`src/rtl/wdg_timer_ctrl.sv`:
```
// Watchdog down-counter with prescaler: reloads, prescales and decrements
// the timeout counter for the watchdog FSM, and counts stage-1 expiries.
module wdg_timer_ctrl #(
  parameter int unsigned CNT_W   = 32,
  parameter int unsigned PRESC_W = 16,
  parameter int unsigned STAT_W  = 8
) (
  input  logic               clk,
  input  logic               res,
  input  logic [CNT_W-1:0]   timeout0,
  input  logic [CNT_W-1:0]   timeout1,
  input  logic [PRESC_W-1:0] presc_div,
  input  logic               do_cnt,
  input  logic               s1wto,
  input  logic               kick,
  input  logic               dbg_halt,
  input  logic               stat_clr,
  output logic               count0,
  output logic [CNT_W-1:0]   cnt_val,
  output logic               presc_tick,
  output logic [STAT_W-1:0]  s1_exp_cnt
);

  logic [CNT_W-1:0]   cnt_q, cnt_d;
  logic [PRESC_W-1:0] presc_cnt_q, presc_cnt_d;
  logic [STAT_W-1:0]  stat_q, stat_d;
  logic               s1wto_q;
  logic [CNT_W-1:0]   lv;
  logic               tick_raw;
  logic               s1_edge;

  always_ff @(posedge clk or posedge res) begin
    if (res) begin
      cnt_q       <= '0;
      presc_cnt_q <= '0;
      stat_q      <= '0;
      s1wto_q     <= 1'b0;
    end else begin
      cnt_q       <= cnt_d;
      presc_cnt_q <= presc_cnt_d;
      stat_q      <= stat_d;
      s1wto_q     <= s1wto;
    end
  end

  always_comb begin
    lv          = s1wto ? timeout1 : timeout0;
    // >= so a lowered presc_div fires immediately instead of wrapping
    tick_raw    = (presc_cnt_q >= presc_div);
    cnt_d       = cnt_q;
    presc_cnt_d = presc_cnt_q;
    if (kick) begin
      cnt_d       = timeout0;
      presc_cnt_d = '0;
    end else if (!do_cnt) begin
      cnt_d       = lv;
      presc_cnt_d = '0;
    end else if (!dbg_halt) begin
      if (tick_raw) begin
        presc_cnt_d = '0;
        if (cnt_q != '0) begin
          cnt_d = cnt_q - CNT_W'(1);
        end
      end else begin
        presc_cnt_d = presc_cnt_q + PRESC_W'(1);
      end
    end
  end

  always_comb begin
    s1_edge = s1wto & ~s1wto_q;
    stat_d  = stat_q;
    if (stat_clr) begin
      stat_d = s1_edge ? STAT_W'(1) : '0;
    end else if (s1_edge && (stat_q != '1)) begin
      stat_d = stat_q + STAT_W'(1);
    end
  end

  // Strobes are gated by res so they read 0 the moment reset asserts.
  assign presc_tick = do_cnt & ~kick & ~dbg_halt & tick_raw & ~res;
  assign count0     = do_cnt & (cnt_q == '0) & ~res;
  assign cnt_val    = cnt_q;
  assign s1_exp_cnt = stat_q;

endmodule
```
`config.mk`:
```
export PLATFORM = sky130hd
export DESIGN_NAME = wdg_timer_ctrl
export DESIGN_NICKNAME = d
export VERILOG_FILES = /design/src/rtl/wdg_timer_ctrl.sv
export SDC_FILE = /design/constraint.sdc
export NUM_CORES = 1
export LEC_CHECK = 0
export ABC_AREA = 1
export CORE_MARGIN = 3
export CORE_UTILIZATION = 35
export DETAILED_ROUTE_END_ITERATION = 6
export GPL_ROUTABILITY_DRIVEN = 0
export GPL_TIMING_DRIVEN = 0
export PLACE_DENSITY = 0.59
export REMOVE_ABC_BUFFERS = 1
export SYNTH_ARGS = -nofsm -noshare
export SYNTH_HDL_FRONTEND = slang
export SYNTH_SLANG_ARGS = --single-unit
export TNS_END_PERCENT = 20
```
`constraint.sdc`:
```
create_clock -name clk -period 3.49 [get_ports clk]
set_input_delay 0.698 -clock clk [delete_from_list [all_inputs] [get_ports clk]]
set_output_delay 0.698 -clock clk [all_outputs]
set_load 0.005 [all_outputs]
```
# After elaboration in Yosys (flattened, before gate mapping)
# Cells that the tools add are included.
dict set report classes {
  addsub 3
  mul 0
  n_div 0
  n_lt_le_gt_ge 1
  eq_ne 4
  shifts 0
  muxes 13
  bitwise_logic 11
  reduce_logical 5
}
# operator count
set ops {}
lappend ops {{$mux W32} 6}
lappend ops {{$mux W16} 4}
lappend ops {{$logic_not A32 Y1} 1}
lappend ops {{$reduce_bool A32 Y1} 1}
lappend ops {{$sub A32 B1 Y32 const B} 1}
lappend ops {{$add A16 B1 Y16 const B} 1}
lappend ops {{$ge A16 B16 Y1} 1}
lappend ops {{$mux W8} 2}
lappend ops {{$add A8 B1 Y8 const B} 1}
lappend ops {{$ne A8 B8 Y1 const B} 1}
lappend ops {{$and A1 B1 Y1} 7}
lappend ops {{$ne A3 B1 Y1 const B} 2}
lappend ops {{$not A1 Y1} 4}
lappend ops {{$ne A3 B3 Y1 const B} 1}
lappend ops {{$reduce_and A3 Y1} 1}
lappend ops {{$reduce_bool A2 Y1} 1}
lappend ops {{$logic_and A1 B1 Y1} 1}
lappend ops {{$mux W1} 1}
dict set report word_totals {
  ff_bits 57
  latchBits 0
  ram_bits 0
  mem_bits_ro 0
  input_bits 87
  out_inout_bits 42
  elab_cells 41
  mem_count 0
}

# Depth between registers and ports, before layout
# Gate-level depths: netlist (run 1).
dict set report logic_depth {
  word_depth 6
  ltp_mapped 16
  mapped_depth_nobuf 15
}

# Least setup slack after synthesis (run 1)
# Ideal clock, no wire load.
dict set report synth_path {
  kind {input port to output port}
  start {input port presc_div[11]}
  end {output port presc_tick}
  arrival_time_ns 1.759
  required_time_ns 2.792
  slack_ns 1.033
  stages 9
  n_path_buf 0
  cell_sequence {inv_1 ha_1 nand2_1 o21bai_1 a21oi_1 nor2_1 nand2_1 inv_1 nor3_1}
}
dict set report synth_via {
  elab_chain_len 3
}
# item line_no
set synth_lines {}
lappend synth_lines {{start: declaration} 12} ;# input logic [PRESC_W-1:0] presc_div,
lappend synth_lines {{$ge A16 B16 Y1} 49} ;# tick_raw = (presc_cnt_q >= presc_div);
lappend synth_lines {{$and A1 B1 Y1 (2 in series)} 81} ;# assign presc_tick = do_cnt & ~kick & ~dbg_halt & tick_raw & ~res;
lappend synth_lines {{end: declaration} 20} ;# output logic presc_tick,
# No other way between the ends.

# Final worst setup path (run 1)
dict set report layout_path {
  start {input port presc_div[1]}
  end {output port presc_tick}
}
# Same word-level chain as after synthesis.

==> results of run 1 <==
final timing paths:
kind	start	to	slack [ps]
max in group asynchronous	res	cnt_val[27]	2020
max reg2reg	presc_cnt_q[3]	cnt_val[4]	1120
min in group asynchronous	res	presc_cnt_q[3]	890
min	s1wto_q	s1_exp_cnt[0]	550
max	presc_div[1]	presc_tick	400
min reg2reg	s1wto_q	s1_exp_cnt[0]	550
cell type report:
type / instances / area share
clock buffers: 13 / 0.0371
clock inverters: 3 / 0.00594
inverters: 87 / 0.0488
multi-input cells: 620 / 0.466
flip-flops and latches: 57 / 0.212
well taps: 180 / 0.0334
repair buffers: 133 / 0.197
routing by layer:
metal  track usage  part of all wire
met5             0                 0
met4        0.0669             0.017
met3        0.0310             0.047
met2         0.330              0.46
met1         0.274              0.48
worst min-delay path: cells and delay by family, from the launching register on:
family / cells / cell delay (ps)
buffers and inverters: 1 / 50
flip-flops: 1 / 310
AND/OR/NAND/NOR: 1 / 60
AO/OA/AOI/OAI: 1 / 80
synthesized netlist by cell type (all sizes together), types with 2 or more instances:
cell type	n	area, sq um
a31oi	3	18.8
xnor2	4	35.0
nand3b	2	15.0
inv	86	323
nand2	235	922
nand3	85	440
o21ai	54	312
xor2	8	70.1
nor2	112	489
buf	16	113
dfrtp	57	1430
o221ai	7	61.3
clkbuf	9	33.8
a21oi	48	240
ha	20	250
nand4	16	100
o31ai	3	22.5
o21bai	10	75.1
nor3	7	35.0
flip-flops by register name, summed over array words and instances (netlist names):
register	count
presc_cnt_q	16
cnt_val	32
s1wto_q	1
s1_exp_cnt	8
power by group through the flow:
stage / logic, W / clock network [W] / registers, W
after floorplan: 0.000331 / 0 / 0.000797
after global placement: 0.000644 / 0 / 0.000825
after detailed placement: 0.000647 / 0 / 0.000824
after CTS: 0.000653 / 0.000897 / 0.000814
after global routing: 0.000731 / 0.000917 / 0.000826
final: 0.000650 / 0.000880 / 0.000813
metrics by stage:
step                      setup slack [ps]  power (W)  area [sq um]  hold slack (ps)  std cells
after floorplan                       1030    0.00113          4880              500        763
after global routing                   243    0.00247          6740              578       1093
after CTS                             11.3    0.00236          6710              557       1089
after global placement               -1450    0.00147          6380              531       1071
after detailed placement             -1410    0.00147          6400              542       1072
final                                  402    0.00234          6740              553       1093
what timing repair did:
item	4_1_cts	5_1_grt
gates resized for setup	10	1
endpoints found under the setup margin	19	1
gates cloned	1	0
pin swaps	1	1
buffers inserted	0	4
cell families (layout without fill, tap and decap cells):
family,count (synthesis),after routing,share of synthesized area
adders and majority gates,20,20,0.0498
AOI/OAI and AO/OA,129,129,0.151
and+or+nand+nor,458,459,0.400
xor gates and xnor gates,12,12,0.0209
DFF,57,57,0.284
buffers and inverters,112,236,0.0941
placed cells by master, fill, tap and decap left out, types with 4 or more instances in the layout:
| cell | count |
|---|---|
| nand4_1 | 16 |
| nand3_1 | 82 |
| o221ai_1 | 7 |
| xor2_1 | 8 |
| clkbuf_16 | 9 |
| nand2_1 | 222 |
| nor2_2 | 9 |
| clkdlybuf4s50_1 | 124 |
| ha_1 | 20 |
| nand2_2 | 11 |
| dfrtp_1 | 57 |
| nor2_4 | 5 |
| xnor2_1 | 4 |
| buf_4 | 5 |
| o21ai_2 | 11 |
| inv_2 | 5 |
| nor3_1 | 6 |
| o21ai_0 | 37 |
| o21ai_1 | 6 |
| nor2_1 | 98 |
| o21bai_1 | 10 |
| a21oi_1 | 48 |
| inv_1 | 80 |
==> key figures, run 1 <==
Critical path
  – Most repeated library cell on the critical path: nand2_1
  – Number of buffer and inverter instances along the worst setup path: 4
  – Arrival time reported for the critical path endpoint: around 2400 ps
  – Element type at the critical path start: input pin
  – Worst-path fanout max: 3
  – Master of the slowest instance on the critical path: clkdlybuf4s50_1
  – WP depth: 14
  – Depth of the worst register-to-register path: 11
  – Worst path cell trace: clkdlybuf4s50_1, inv_1, ha_1, nand2_1, nand2_1, nand2_1, nand3_1, nand2_1, nand2_1, nand2_1, nand2_2, inv_1, nor3_2, dlymetal6s2s_1
  – Critical path class: input pin to primary output
  – Worst path max stage delay: 450 ps
  – Kind of cell adding the most delay to the critical path: buffers and inverters
  – Required time worst endpoint: roughly 2800 ps
  – Critical path endpoint category: primary output

Timing
  – Final-report hold violation count: 0
  – Unrepaired setup endpoints after global routing: no
  – Headroom to the max-slew limit: 0.485
  – Setup TNS after final layout: 0 ps
  – Final Max Tran Viols: 0
  – Maximum frequency from static timing analysis: 324 MHz
  – Slew at the pin with the worst max-slew slack: 772 ps
  – Layout Skew: 5.34 ps
  – Total of endpoints with negative setup slack in the final report: 0
  – Portion of the clock cycle consumed by the worst path in the final layout: 0.885
  – Minimum clock period after layout: 3090 ps

Pwr
  – Combinational fraction of design power: 0.277
  – VDD IR-drop max: 217 uV
  – NetSw: 0.000740 W
  – Power density over the cells: 348 nW/um^2
  – Reg power frac: 0.347
  – Switching share of power: 0.316
  – Part of the power in the clock network: 0.376
  – Int Power: ~0.0016 W
  – Pleak: roughly 3.1 nW

Logic synthesis
  – Yosys warning total: 0
  – Post-synth EDFFs: 0
  – Register area share after synthesis: 0.284
  – Number of different library cells in the post-synthesis netlist: 37
  – Number of synthesized register bits: 57
  – Syn avg cell area: 6.38 sq um
  – Commonest register cell after synthesis: dfrtp_1
  – Count of mapped cells out of synthesis: roughly 790
  – Post-synthesis cell area: 5020 sq um
  – Share of flip-flops with an asynchronous set or reset: 1.00

Global routing
  – Total routing resource utilization after global routing: 0.202
  – Largest net degree at the start of global routing: 47
  – Total overflow reported by the global router: 0
  – Via count of the first global-routing pass: approximately 5300
  – Global-route wire length before repair: 26.3 mm
  – Initial antenna violation count: 0

Die
  – Ports placed on the boundary: 129
  – Starting Density: 0.361
  – Number of placement rows: 43
  – Die Area: roughly 16000 sq um
  – Floorplan Core Area: around 14000 sq um
  – Die Span Y: 126 um
  – Die width: 126 um

Final layout
  – Antenna fix cells: 0
  – Filler Cells Inserted: 1440
  – Layout cells sized above 1: 0.0756
  – End-of-flow core utilization: 0.484
  – Nets@finish: around 1000
  – Area of combinational cells with multiple inputs: 3140 sq um
  – Post-synthesis to final-layout area growth: 34.1%
  – Total area of sequential cells: 1430 sq um

Detailed routing
  – Number of vias in the routed layout: roughly 5400
  – Drt drc: 0
  – Post-DR vias/cell: 4.96
  – Overall routed net length: 15.8 mm
  – Iter 0 DRT Violations: 303
  – Drt first pass iters: 5
  – Count of nets left with antenna violations after detail routing: 0
  – Routed wirelength normalized by instance count: 14.4 um

Hold path
  – Type of the worst min-delay path: flip-flop to flip-flop
  – Hold Path Cell Cnt: 3

Placed design
  – Detailed-placement wirelength estimate: 11.6 mm
  – Port Buffers: between 100 and 150

Clock tree
  – Max Root-Sink Buffers: 2
  – H-tree depth: 3
  – Cell chosen for the clock root: clkbuf_16
  – Clock tree from TritonCTS: done
  – Clock-pin transition on the worst setup and hold timing paths: 50 ps
  – Number of buffers inserted during clock tree synthesis: 9
  – CTS sink count: 57
  – Number of hold buffers added after cts: 0
  – Worst-Skew Late Latency: ~330 ps

Outcome
  – Result of the run: completed

Flow run
  – Number of max-capacitance violations reported: 0
Power figures use the tool's default switching activity.
==> inputs of run 2 (changes only) <==
--- a/config.mk
+++ b/config.mk
@@ -8,6 +8,7 @@
 export ABC_AREA = 1
 export CORE_MARGIN = 3
 export CORE_UTILIZATION = 35
+export CTS_BUF_LIST = sky130_fd_sc_hd__clkbuf_8 sky130_fd_sc_hd__clkbuf_16
 export DETAILED_ROUTE_END_ITERATION = 6
 export GPL_ROUTABILITY_DRIVEN = 0
 export GPL_TIMING_DRIVEN = 0
@@ -16,4 +17,4 @@
 export SYNTH_ARGS = -nofsm -noshare
 export SYNTH_HDL_FRONTEND = slang
 export SYNTH_SLANG_ARGS = --single-unit
-export TNS_END_PERCENT = 20
+export TNS_END_PERCENT = 1
==> run 2 against run 1 <==
- non-clock buffer count down 3
- worst hold slack is essentially flat
- sequential cell count is the same
- count of clock-buffer cells in the layout is 3 lower
- die area stayed put
- wire length is 0.28% higher
- cell count shrank 0.27%
- worst setup slack unchanged
- largest cell class unchanged
- largest power group unchanged
==> key figures, run 2 (synthesis gave the netlist of run 1 again) <==
Clock tree
  – Clock tree from TritonCTS: done
  – Max Root-Sink Buffers: 2 (unchanged)
  – Worst-Skew Late Latency: 330 ps (about the same)
  – H-tree depth: 3 (unchanged)
  – Clock-pin transition on the worst setup and hold timing paths: 50 ps (about the same)
  – Number of buffers inserted during clock tree synthesis: 9 (unchanged)
  – CTS sink count: 57 (unchanged)
  – Cell chosen for the clock root: clkbuf_16
  – Number of hold buffers added after cts: 0 (unchanged)

Flow run
  – Number of max-capacitance violations reported: 0 (unchanged)

Timing
  – Unrepaired setup endpoints after global routing: no
  – Final-report hold violation count: 0 (unchanged)
  – Worst hold slack: 554 ps (+0.218 ps)
  – Layout Skew: 4.88 ps (-0.454 ps)
  – Maximum frequency from static timing analysis: 324 MHz (unchanged)
  – Setup TNS after final layout: 0 ps (unchanged)
  – Minimum clock period after layout: 3090 ps (unchanged)
  – Slew at the pin with the worst max-slew slack: 774 ps (+2.27 ps)
  – Portion of the clock cycle consumed by the worst path in the final layout: 0.885 (unchanged)
  – Headroom to the max-slew limit: 0.484 (-0.000761)
  – Total of endpoints with negative setup slack in the final report: 0 (unchanged)
  – Final Max Tran Viols: 0 (unchanged)

Global routing
  – Initial antenna violation count: 0 (unchanged)
  – Via count of the first global-routing pass: 5255 (-0.23%)
  – Largest net degree at the start of global routing: 47 (unchanged)
  – Total overflow reported by the global router: 0 (unchanged)
  – Total routing resource utilization after global routing: 0.202 (unchanged)
  – Global-route wire length before repair: 26.3 mm (about the same)

Die
  – Floorplan Core Area: 13900 sq um (unchanged)
  – Ports placed on the boundary: 129 (unchanged)
  – Die Area: 15800 sq um (unchanged)
  – Number of placement rows: 43 (unchanged)
  – Die Span Y: 126 um (unchanged)
  – Die width: 126 um (unchanged)
  – Starting Density: 0.361 (unchanged)

Detailed routing
  – Routed wirelength normalized by instance count: 14.5 um (+0.55%)
  – Drt first pass iters: 5 (unchanged)
  – Overall routed net length: 15.8 mm (+0.28%)
  – Post-DR vias/cell: 5.01 (+0.92%)
  – Count of nets left with antenna violations after detail routing: 0 (unchanged)
  – Number of vias in the routed layout: 5457 (+0.65%)
  – Drt drc: 0 (unchanged)
  – Iter 0 DRT Violations: 307 (+1.3%)

Pwr
  – VDD IR-drop max: 217 uV (+0.17%)
  – Pleak: 3.13 nW (about the same)
  – Power density over the cells: 347 nW/um^2 (about the same)

Final layout
  – Highest-count cells in the layout ignoring fill and taps: 222 x nand2_1, 124 x clkdlybuf4s50_1, 98 x nor2_1
  – Filler Cells Inserted: 1441 (+0.069%)
  – Post-synthesis to final-layout area growth: 33.7%
  – Most frequent standard cell in the layout excluding fill and tap cells: nand2_1
  – Total area of sequential cells: 1430 sq um (unchanged)
  – Nets@finish: 1012 (-0.30%)
  – Layout cells sized above 1: 0.0725 (-0.00305)
  – Final cell count without fillers: 1090 (-0.27%)
  – Antenna fix cells: 0 (unchanged)
  – Area of combinational cells with multiple inputs: 3140 sq um (unchanged)
  – Flip-flop count of the largest register after layout: 32 (unchanged)
  – End-of-flow core utilization: 0.482 (-0.00162)

Placed design
  – Detailed-placement wirelength estimate: 11.6 mm (unchanged)
  – Port Buffers: 128 (unchanged)
  – Total instance count after detailed placement: 1072 (unchanged)

Critical path
  – Worst path cell trace: clkdlybuf4s50_1, inv_1, ha_1, nand2_1, nand2_1, nand2_1, nand3_1, nand2_1, nand2_1, nand2_1, nand2_2, inv_1, nor3_2, dlymetal6s2s_1
  – Most repeated library cell on the critical path: nand2_1
  – Critical path endpoint category: primary output
  – Depth of the worst register-to-register path: 11 (unchanged)
  – Element type at the critical path start: input pin
  – Critical path class: input pin to primary output
  – Worst-path fanout max: 3 (unchanged)
  – Master of the slowest instance on the critical path: clkdlybuf4s50_1
  – FF-to-FF setup slack: 1110 ps (about the same)
  – WP depth: 14 (unchanged)
  – Arrival time reported for the critical path endpoint: 2390 ps (about the same)
  – Worst path max stage delay: 450 ps (about the same)
  – Kind of cell adding the most delay to the critical path: buffers and inverters
  – Required time worst endpoint: 2790 ps (about the same)
  – Number of buffer and inverter instances along the worst setup path: 4 (unchanged)

Hold path
  – Type of the worst min-delay path: flip-flop to flip-flop
  – Hold Path Cell Cnt: 3 (unchanged)

Outcome
  – Result of the run: completed
[run 2: layer usage]
layer	GRT usage	routed length [um]	vias up
met5	0	0	-
met4	0.0637	231	0
met3	0.0305	766	18
met2	0.332	7250	148
met1	0.274	7580	2477
li1	-	-	2814
[run 2: final timing paths]
| check | to | startpoint |
|---|---|---|
| max in group asynchronous | cnt_val[17] | res |
| hold / removal | s1_exp_cnt[0] | s1wto_q |
| hold reg to reg | s1_exp_cnt[0] | s1wto_q |
| setup reg to reg | cnt_val[4] | presc_cnt_q[3] |
| min in group asynchronous | presc_cnt_q[3] | res |
| setup / recovery | presc_tick | presc_div[1] |
[run 2: where the power goes]
group	leakage (nW)	internal, W	switching (W)
Sequential	0.728	0.000717	0.0000974
Combinational	2.25	0.000313	0.000335
Clock	0.156	0.000561	0.000309
Total	3.13	0.00159	0.000742
[run 2: per-stage QoR]
stage / worst slack (ps) / power (W) / area [sq um]
after floorplan: 1030 / 0.00113 / 4880
final: 402 / 0.00233 / 6720
after global routing: 243 / 0.00246 / 6720
after detailed placement: -1410 / 0.00147 / 6400
after global placement: -1450 / 0.00147 / 6380
after CTS: 12.2 / 0.00236 / 6710
[run 2: layout make-up]
cell class | count | share of cell area
Multi-Input combinational cell | 620 | 0.468
Clock inverter | 6 | 0.00764
Tap cell | 180 | 0.0335
Timing Repair Buffer | 130 | 0.194
Clock buffer | 10 | 0.0356
Sequential cell | 57 | 0.212
Inverter | 87 | 0.0490
[run 2: what timing repair did]
| action | in CTS | in global routing |
|---|---|---|
| buffers inserted | 1 | 0 |
| gates resized for setup | 10 | 1 |
| pin swaps | 1 | 0 |
| endpoints found under the setup margin | 19 | 1 |
| cloned | 1 | 0 |
[run 2: worst register-to-register path: cells and delay by family (launching register included)]
kind / cells / cell delay [ps]
compound gates: 2 / 210
fa+ha+maj: 1 / 330
flops: 1 / 430
simple gates: 8 / 1260
==> inputs of run 3 (changes only) <==
--- a/config.mk
+++ b/config.mk
@@ -10,9 +10,10 @@
 export CORE_UTILIZATION = 35
 export CTS_BUF_LIST = sky130_fd_sc_hd__clkbuf_8 sky130_fd_sc_hd__clkbuf_16
 export DETAILED_ROUTE_END_ITERATION = 6
+export DONT_BUFFER_PORTS = 1
 export GPL_ROUTABILITY_DRIVEN = 0
 export GPL_TIMING_DRIVEN = 0
-export PLACE_DENSITY = 0.59
+export PLACE_DENSITY = 0.48
 export REMOVE_ABC_BUFFERS = 1
 export SYNTH_ARGS = -nofsm -noshare
 export SYNTH_HDL_FRONTEND = slang
==> run 3 against run 2 <==
- count of clock-buffer cells in the layout up 1
- via count down 7.7%
- die area unchanged
- sequential share of layout area grew 5.2 points
- clock power is 2.4% lower
- combinational power shrank 36%
- sequential power up 2%
- worst hold slack worse by 240 ps
- core utilization decreased by 9.4 points
- clock skew barely moved
- highest routed layer unchanged
==> key figures, run 3 (synthesis gave the netlist of run 1 again) <==
Final layout
  – Layout cells sized above 1: 0.0808 (+0.00824)
  – Most frequent standard cell in the layout excluding fill and tap cells: nand2_1
  – Highest-count cells in the layout ignoring fill and taps: 223 x nand2_1, 98 x nor2_1, 82 x nand3_1
  – Final cell count without fillers: 960 (-12%)
  – Post-synthesis to final-layout area growth: 7.60%
  – End-of-flow core utilization: 0.388 (-0.0941)
  – Antenna fix cells: 0 (unchanged)
  – Nets@finish: 882 (-13%)
  – Flip-flop count of the largest register after layout: 32 (unchanged)

Global routing
  – Global-route wire length before repair: 26.2 mm (-0.40%)
  – Via count of the first global-routing pass: 4806 (-8.5%)
  – Initial antenna violation count: 0 (unchanged)
  – Total routing resource utilization after global routing: 0.207 (+0.00552)
  – Largest net degree at the start of global routing: 47 (unchanged)
  – Total overflow reported by the global router: 0 (unchanged)

Die
  – Die width: 126 um (unchanged)
  – Die Span Y: 126 um (unchanged)
  – Number of placement rows: 43 (unchanged)
  – Floorplan Core Area: 13900 sq um (unchanged)
  – Ports placed on the boundary: 129 (unchanged)
  – Starting Density: 0.361 (unchanged)
  – Die Area: 15800 sq um (unchanged)

Timing
  – Minimum clock period after layout: 2880 ps (-213 ps)
  – Maximum frequency from static timing analysis: 348 MHz (+7.4%)
  – Unrepaired setup endpoints after global routing: no
  – Slew at the pin with the worst max-slew slack: 818 ps (+43.6 ps)
  – Final Max Tran Viols: 0 (unchanged)
  – Portion of the clock cycle consumed by the worst path in the final layout: 0.824 (-0.0609)
  – Headroom to the max-slew limit: 0.454 (-0.0299)
  – Total of endpoints with negative setup slack in the final report: 0 (unchanged)
  – Setup TNS after final layout: 0 ps (unchanged)
  – Final-report hold violation count: 0 (unchanged)
  – Layout Skew: 5.37 ps (+0.485 ps)

Clock tree
  – H-tree depth: 3 (unchanged)
  – Number of hold buffers added after cts: 0 (unchanged)
  – CTS sink count: 57 (unchanged)
  – Clock-pin transition on the worst setup and hold timing paths: 50 ps (about the same)
  – Resized cells post-CTS: 0 (-10)
  – Worst-Skew Late Latency: 340 ps (about the same)
  – Number of buffers inserted during clock tree synthesis: 9 (unchanged)
  – Clock tree from TritonCTS: done
  – Max Root-Sink Buffers: 2 (unchanged)
  – Cell chosen for the clock root: clkbuf_16
  – Post-CTS Setup Repair Bufs: 0 (-1)

Hold path
  – Type of the worst min-delay path: input pin to asynchronous set/reset pin

Detailed routing
  – Count of nets left with antenna violations after detail routing: 0 (unchanged)
  – Drt drc: 0 (unchanged)
  – Post-DR vias/cell: 5.25 (+4.8%)
  – Overall routed net length: 16.0 mm (+1.3%)
  – Routed wirelength normalized by instance count: 16.7 um (+15%)
  – Iter 0 DRT Violations: 369 (+20%)
  – Drt first pass iters: 5 (unchanged)
  – Number of vias in the routed layout: 5037 (-7.7%)

Placed design
  – Total instance count after detailed placement: 944 (-12%)
  – Detailed-placement wirelength estimate: 11.9 mm (+2.6%)
  – Port Buffers: 0 (-100%)

Critical path
  – Kind of cell adding the most delay to the critical path: simple AND/OR/NAND/NOR gates
  – Number of buffer and inverter instances along the worst setup path: 3 (-1)
  – Worst path max stage delay: 420 ps (-30 ps)
  – Master of the slowest instance on the critical path: nor2_8
  – Worst path cell trace: inv_2, nor2_8, inv_2, nor2_1, inv_1, nor3_1
  – Worst-path fanout max: 27 (+24)
  – FF-to-FF setup slack: 1010 ps (-100 ps)
  – Arrival time reported for the critical path endpoint: 2180 ps (-210 ps)
  – Critical path endpoint category: primary output
  – Required time worst endpoint: 2790 ps (about the same)
  – Most repeated library cell on the critical path: inv_2
  – Critical path class: input pin to primary output
  – Element type at the critical path start: input pin

Flow run
  – Number of max-capacitance violations reported: 0 (unchanged)

Pwr
  – Post-layout total power: 0.00209 W (-10%)
  – Power density over the cells: 387 nW/um^2 (+12%)
  – VDD IR-drop max: 232 uV (+7.2%)
  – Pleak: 2.59 nW (-17%)

Outcome
  – Result of the run: completed
## run 3: power by group
part	total, W	internal, W	switching, W
Combinational	0.000414	0.000143	0.000270
Clock	0.000849	0.000514	0.000335
Sequential	0.000831	0.000717	0.000115
## run 3: final cells by class
type	count	area [sq um]
multi-input combinational	619	3120
timing repair buffer	1	20.0
fill	1508	8530
sequential	57	1430
clock inverter	5	30.0
tap	180	225
inverter	87	327
clock buffer	11	253
## run 3: per-layer routing
layer / GRT usage / up-vias / share of wire
met5: 0 / - / 0
met4: 0.0461 / 0 / 0.013
met3: 0.0679 / 15 / 0.075
met2: 0.358 / 133 / 0.50
met1: 0.252 / 2332 / 0.42
li1: - / 2557 / -
## run 3: final timing paths
check,from,end,cells after the start
min in group clk,s1wto,s1wto_q,0
min reg2reg,s1wto_q,s1_exp_cnt[0],3
max,do_cnt,presc_tick,6
max in group asynchronous,res,cnt_val[31],2
min,res,presc_cnt_q[4],1
max reg2reg,presc_cnt_q[3],cnt_val[1],13
## run 3: through the flow
stage	hold WS [ps]	setup WS, ps	instance area [sq um]
6_report	315	615	5410
5_1_grt	354	472	5410
3_3_place_gp	541	474	5100
3_5_place_dp	548	444	5120
4_1_cts	332	592	5410
2_1_floorplan	500	1030	4880
